$ cat src/rtl/int_ctrl.sv
// int_ctrl: bus-slave interrupt controller. It synchronises N_SRC raw interrupt lines
// and latches each source as pending. It drives a registered CPU INT and the cause
// code of the lowest-index pending source that is enabled.
// Ports: clk/rst (async active-high); irq_in[N_SRC-1:0] raw lines; bus slave
//   STB/WE/ADDR/DAT_I in and DAT_O/ACK out (ACK registered, read latency 1);
//   INT/CAUSE out to the CPU, both registered.
// Register map on ADDR[3:2]: 0 PENDING (W1C), 1 MASK, 2 CAUSE (RO), 3 CTRL (bit0 gen).
// Optional build macro INT_CTRL_LEVEL_EN: level-sensitive sources. pending mirrors
//   the synchronised line, and writes to PENDING are ignored.
module int_ctrl #(
  parameter int N_SRC       = 6,
  parameter int SYNC_STAGES = 2
) (
  input  logic             clk,
  input  logic             rst,
  input  logic [N_SRC-1:0] irq_in,
  input  logic             STB,
  input  logic             WE,
  input  logic [31:0]      ADDR,
  input  logic [31:0]      DAT_I,
  output logic [31:0]      DAT_O,
  output logic             ACK,
  output logic             INT,
  output logic [31:0]      CAUSE
);

  logic [N_SRC-1:0] sync_q [SYNC_STAGES];
  logic [N_SRC-1:0] sync_d [SYNC_STAGES];
  logic [N_SRC-1:0] pending_q, pending_d;
  logic [N_SRC-1:0] mask_q, mask_d;
  logic             gen_q, gen_d;
  logic             ack_q, ack_d;
  logic [31:0]      dat_o_q, dat_o_d;
  logic             int_q, int_d;
  logic [31:0]      cause_q, cause_d;

  logic [N_SRC-1:0] sync_out;
  logic [N_SRC-1:0] active;
  logic [31:0]      sel;
  logic [31:0]      rdata;
  logic             wr_en;
  logic [1:0]       reg_sel;
  logic             unused_bits;

  assign sync_out = sync_q[SYNC_STAGES-1];
  assign reg_sel  = ADDR[3:2];
  // A write is applied only on the first sampled cycle of a transaction.
  assign wr_en    = STB & WE & ~ack_q;
  assign active   = pending_q & mask_q;
  // Only ADDR[3:2] is decoded, so the register map aliases across the address space.
  assign unused_bits = ^{ADDR[31:4], ADDR[1:0], DAT_I[31:N_SRC]};

  always_comb begin
    sync_d[0] = irq_in;
    for (int s = 1; s < SYNC_STAGES; s++) begin
      sync_d[s] = sync_q[s-1];
    end
  end

`ifdef INT_CTRL_LEVEL_EN
  // Level mode: pending follows the line, and software clears the source at the device.
  always_comb begin
    pending_d = sync_out;
  end
`else
  logic [N_SRC-1:0] prev_q, prev_d;
  logic [N_SRC-1:0] rise;
  logic [N_SRC-1:0] w1c;

  assign prev_d = sync_out;
  assign rise   = sync_out & ~prev_q;

  always_comb begin
    w1c = '0;
    if (wr_en && (reg_sel == 2'd0)) begin
      w1c = DAT_I[N_SRC-1:0];
    end
    // A new edge wins over a clear that lands in the same cycle.
    pending_d = (pending_q & ~w1c) | rise;
  end

  always_ff @(posedge clk or posedge rst) begin
    if (rst) begin
      prev_q <= '0;
    end else begin
      prev_q <= prev_d;
    end
  end
`endif

  always_comb begin
    mask_d = mask_q;
    gen_d  = gen_q;
    if (wr_en && (reg_sel == 2'd1)) begin
      mask_d = DAT_I[N_SRC-1:0];
    end
    if (wr_en && (reg_sel == 2'd3)) begin
      gen_d = DAT_I[0];
    end
  end

  // Lowest index wins. Scan downward so the last hit is the lowest set bit.
  always_comb begin
    sel = '0;
    for (int i = N_SRC - 1; i >= 0; i--) begin
      if (active[i]) begin
        sel = 32'(i);
      end
    end
  end

  // CAUSE tracks active even with gen=0, so software can poll it.
  always_comb begin
    int_d   = gen_q & (|active);
    cause_d = (|active) ? sel : 32'd0;
  end

  always_comb begin
    rdata = '0;
    case (reg_sel)
      2'd0: rdata = {{(32-N_SRC){1'b0}}, pending_q};
      2'd1: rdata = {{(32-N_SRC){1'b0}}, mask_q};
      2'd2: rdata = cause_q;
      2'd3: rdata = {31'd0, gen_q};
      default: rdata = '0;
    endcase
  end

  // ACK follows STB by one cycle. Read data is captured as ACK rises and held
  // until STB drops.
  always_comb begin
    ack_d   = STB;
    dat_o_d = '0;
    if (STB && !ack_q) begin
      dat_o_d = rdata;
    end else if (STB && ack_q) begin
      dat_o_d = dat_o_q;
    end
  end

  always_ff @(posedge clk or posedge rst) begin
    if (rst) begin
      for (int s = 0; s < SYNC_STAGES; s++) begin
        sync_q[s] <= '0;
      end
      pending_q <= '0;
      mask_q    <= '0;
      gen_q     <= 1'b0;
      ack_q     <= 1'b0;
      dat_o_q   <= '0;
      int_q     <= 1'b0;
      cause_q   <= '0;
    end else begin
      for (int s = 0; s < SYNC_STAGES; s++) begin
        sync_q[s] <= sync_d[s];
      end
      pending_q <= pending_d;
      mask_q    <= mask_d;
      gen_q     <= gen_d;
      ack_q     <= ack_d;
      dat_o_q   <= dat_o_d;
      int_q     <= int_d;
      cause_q   <= cause_d;
    end
  end

  assign ACK   = ack_q;
  assign DAT_O = dat_o_q;
  assign INT   = int_q;
  assign CAUSE = cause_q;

endmodule

$ cat config.mk
export PLATFORM = sky130hd
export DESIGN_NAME = int_ctrl
export DESIGN_NICKNAME = d
export VERILOG_FILES = /design/src/rtl/int_ctrl.sv
export SDC_FILE = /design/constraint.sdc
export NUM_CORES = 1
export LEC_CHECK = 0
export CAP_MARGIN = 20
export CORE_MARGIN = 4
export CORE_UTILIZATION = 31
export CTS_CLUSTER_SIZE = 16
export DETAILED_ROUTE_END_ITERATION = 8
export PLACE_DENSITY = 0.86
export SKIP_LAST_GASP = 1
export SLEW_MARGIN = 15
export SYNTH_ARGS = -nofsm -noshare
export SYNTH_HDL_FRONTEND = slang
export SYNTH_SLANG_ARGS = --single-unit
$ cat constraint.sdc
create_clock -name clk -period 1.6 [get_ports clk]
set_input_delay 0.32 -clock clk [delete_from_list [all_inputs] [get_ports clk]]
set_output_delay 0.32 -clock clk [all_outputs]
set_load 0.02 [all_outputs]
# Word-level counts from Yosys, hierarchy flattened
# Cells that the tools add are included.
[word_totals] reg_bits=97 in_bits=74 output_inout_bits=66 elab_cells=43
[classes] n_eq_ne=4 n_mux=11 bitwise_logic=10 n_reduce_logical=8
[op_table] cell="$mux W32" n=8
[op_table] cell="$pmux W32 S4" n=1
[op_table] cell="$and A6 B6 Y6" n=3
[op_table] cell="$not A6 Y6" n=2
[op_table] cell="$mux W6" n=1
[op_table] cell="$or A6 B6 Y6" n=1
[op_table] cell="$reduce_or A6 Y1" n=1
[op_table] cell="$logic_and A1 B1 Y1" n=5
[op_table] cell="$eq A2 B2 Y1 const B" n=2
[op_table] cell="$and A1 B1 Y1" n=3
[op_table] cell="$mux W3" n=1
[op_table] cell="$eq A2 B1 Y1 const B" n=1
[op_table] cell="$logic_not A2 Y1" n=1
[op_table] cell="$ne A2 B2 Y1 const B" n=1
[op_table] cell="$logic_not A1 Y1" n=1
[op_table] cell="$not A1 Y1" n=1

# Longest topological paths before layout
[depth] depth_word=8 depth_mapped=5 ltp_nobuf=4

# Least setup slack after synthesis
# Ideal clock, no wire load.
[synth_timing] path_type="flip-flop to flip-flop" from="register ack_q (netlist: ACK)" to="register mask_q[0]" arrival_time_ns=1.555 setup_slack_ns=-0.080 path_stages_with_launch=5 n_path_buf=1 synth_period_minus_slack_ns=1.680 cell_sequence="dfrtp_1 -> buf_6 -> or3b_4 -> nor2_4 -> mux2_2"
[synth_via] elab_chain_len=3
[synth_rtl] element="start: declaration" line="32" source="logic ack_q, ack_d;"
[synth_rtl] element="start signal: assignment" line="160" source="ack_q <= ack_d;"
[synth_rtl] element="$not A1 Y1" line="48" source="assign wr_en = STB & WE & ~ack_q;"
[synth_rtl] element="$and A1 B1 Y1" line="48"
[synth_rtl] element="$logic_and A1 B1 Y1" line="94" source="if (wr_en && (reg_sel == 2'd1)) begin"
[synth_rtl] element="end signal: assignment" line="158" source="mask_q <= mask_d;"
[synth_rtl] element="end: declaration" line="30" source="logic [N_SRC-1:0] mask_q, mask_d;"
# Every way passes these cells.
# A chain may end at the register's enable or synchronous reset.

# Final worst setup path
[layout_timing] from="register dat_o_q[5] (netlist: DAT_O[5])" to="output DAT_O[5]"
[layout_rtl] element="start: declaration" line="33" source="logic [31:0] dat_o_q, dat_o_d;"
[layout_rtl] element="start signal: assignment" line="161" source="dat_o_q <= dat_o_d;"
[layout_rtl] element="end: declaration" line="21" source="output logic [31:0] DAT_O,"
# No word-level cell between the ends.

==> results.toml <==
[synth]
synth-simple-area-share_pct = 8.96
yosys.area.top_type = "dfrtp_1"
synthDistinctLibCells = 27
synth_edf_count = 0
synth_top_area_share_pct = 53.4
synth-compound-area-share_pct = 6.48
synth_adder_area_share_pct = 0
yosys-mux-area-fraction_pct = 7.69
async_flop_share_pct = 100
yosysMostFrequentCell = "buf_4"
netlist_instances = 169
synth_top_family_by_area = "buffers and inverters"
synth_flop_cell = "dfrtp_1"
syn_area_mm2 = 0.00197
synthTopCellsByCount = "buf_4 (55), dfrtp_1 (42), nand2_1 (13)"
seq_area_frac_synth_pct = 53.4
synth.area.top_cells = "dfrtp_1 (53%), buf_4 (21%), mux2_2 (4.0%), a22o_1 (2.7%), mux2i_1 (2.5%)"
synth.avg_cell_area_um2 = 11.7
yosysWarnings = 0
ys_ff_latch = 42
synth_xor_area_share_pct = 0

[die]
fp.dieH_um = 87.7
dieArea_mm2 = 0.00769
coreArea_mm2 = 0.00603
ioPinCount = 140
num_rows = 28
initial_utilization_pct = 32.7
fp.dieW_um = 87.7

[placed_design]
place_congestion = 0.743
pre_cts_ws_ns = -0.414
hpwl_um = 2780
portBuffers = 28

[routing]
dr.pass1.iters = 4
ant_nets = 0
drtIter0Drc = 35
vias = 1144
wl_per_cell_um = 12.1
viasPerCell = 3.94
drt-total-wl_um = 3520
route.detailed.drc = 0

[pwr]
p_per_area_mw_per_mm2 = 1090
vdd_drop_max_mv = 0.443
power_leakage_uw = 0.00127

[global_routing]
grt_max_degree = 13
grt_overflow = 0
grt_pass1_vias = 1151
antenna_found_initial = 0
grt_pass1_wl_um = 5460
groute.usage.overall_pct = 9.49

[sta]
worst_clock_skew_ns = 0.00450
final-hold-violation-count = 0
worst_pin_slew_ns = 0.537
maxSlewViolCount = 0
fin_setup_tns_ns = 0
setup_slack_ns = 0.0393
finalSetupViolCount = 0
grt_setup_unrepaired = "false"
timing.fmax_mhz = 641
maxSlewHeadroom_pct = 64.2
finalCritPeriodShare_pct = 97.5
fin_crit_ns = 1.56

[worst_setup_path]
slowest_delay_ns = 0.61
cp.required_ns = 1.28
critical-path-top-delay-family = "buffers and inverters"
slowest_stage = "clkdlybuf4s50_1"
r2r_cells = 5
start_kind = "register"
cp.arrival_ns = 1.24
end_kind = "output port"
path_class = "register to output port"
worstPathCellList = "clkdlybuf4s50_1"
crit_buf_inv = 1
cp_max_fo = 2
cp.depth = 1

[clock_network]
cts_hold_buf = 0
cts_root_buf = "clkbuf_8"
clock-sinks = 42
worstSkewPairLatency_ns = 0.29
cts-buffers-inserted = 5
clkTransAtPathRegs_ns = 0.07
clockBufferDepth = 2
htree_levels = 2
cts_tree = "yes"

[cells_and_area]
nets = 289
syn2layout_area_growth_pct = 21.3
final_layout_size_suffix_gt1_share_pct = 15.3
fill_cells = 583
antenna_cells = 0

[worst_hold_path]
holdCritPathClass = "register to register"
worstHoldPathCells = 0

[status]
status = "finished, final reports clean"

[run]
cap_violations = 0
metal layers:
layer	routed length (µm)	vias up	GRT usage (%)
li1	-	541	-
met1	1400	546	10.8
met2	1720	51	15.7
met3	338	6	4.14
met4	61	0	3.77
met5	0	-	0
timing repair:
| action | CTS | global route |
|---|---|---|
| setup endpoints to repair | 15 | 16 |
| pin swaps | 1 | 2 |
| buffers inserted | 2 | 0 |
| gates resized for setup | 5 | 7 |
cells in the final DEF (no fill, tap or decap), types with 3 or more instances in the layout:
cell type	instances
a22o_1	6
buf_12	3
buf_4	10
clkbuf_8	6
clkdlybuf4s50_1	17
conb_1	55
dfrtp_1	41
dlygate4sd2_1	4
dlymetal6s2s_1	7
inv_1	8
mux2_2	7
mux2i_1	5
nand2_1	13
nand3_1	5
o21ai_0	5
sequential cells by signal, indices dropped and copies added, names as in the netlist:
register	cells
ACK	1
mask_q	6
sync_d	6
prev_d	6
pending_q	6
DAT_O	6
CAUSE	3
INT	1
prev_q	6
gen_q	1
cell families after synthesis:
kind of cell,after synthesis
buf+inv,65
compound gates,18
mux,13
simple gates,30
other cells,1
flops,42
stage by stage:
step                      instances  utilization, %  hold WS, ns  instance area, µm²  power, µW
final                           290            39.7        0.351                2390       2610
after global routing            290            39.7        0.362                2390       2750
after global placement          281            37.3        0.333                2250       1790
after CTS                       290            39.4        0.352                2370       2640
after detailed placement        281            37.3        0.335                2250       1810
after floorplan                 223               -        0.331                2170       1690
area by class of cell:
class / count / area [µm²] / share of cell area, %
Multi-Input combinational cell: 116 / 662 / 27.7
Clock inverter: 1 / 30.0 / 1.26
Inverter: 8 / 30.0 / 1.26
Timing Repair Buffer: 42 / 439 / 18.4
Clock buffer: 6 / 82.6 / 3.46
Sequential cell: 42 / 1050 / 44.0
Tap cell: 75 / 93.8 / 3.93
where the power goes:
part	internal, µW	total [µW]	switching (µW)	leakage, µW
clock	499	832	333	0.0000573
sequential	1170	1240	70.9	0.000492
combinational	229	534	306	0.000721
final timing paths:
check | from | to | slack [ns]
max in group asynchronous | rst | pending_q[5] | 0.74
worst max-delay path | DAT_O[5] | DAT_O[5] | 0.04
min in group asynchronous | rst | CAUSE[2] | 0.37
worst min register to register | sync_d[4] | prev_d[4] | 0.35
worst max register to register | ACK | pending_q[5] | 0.08
worst min-delay path | sync_d[4] | prev_d[4] | 0.35
(Power assumes the default switching activity.)
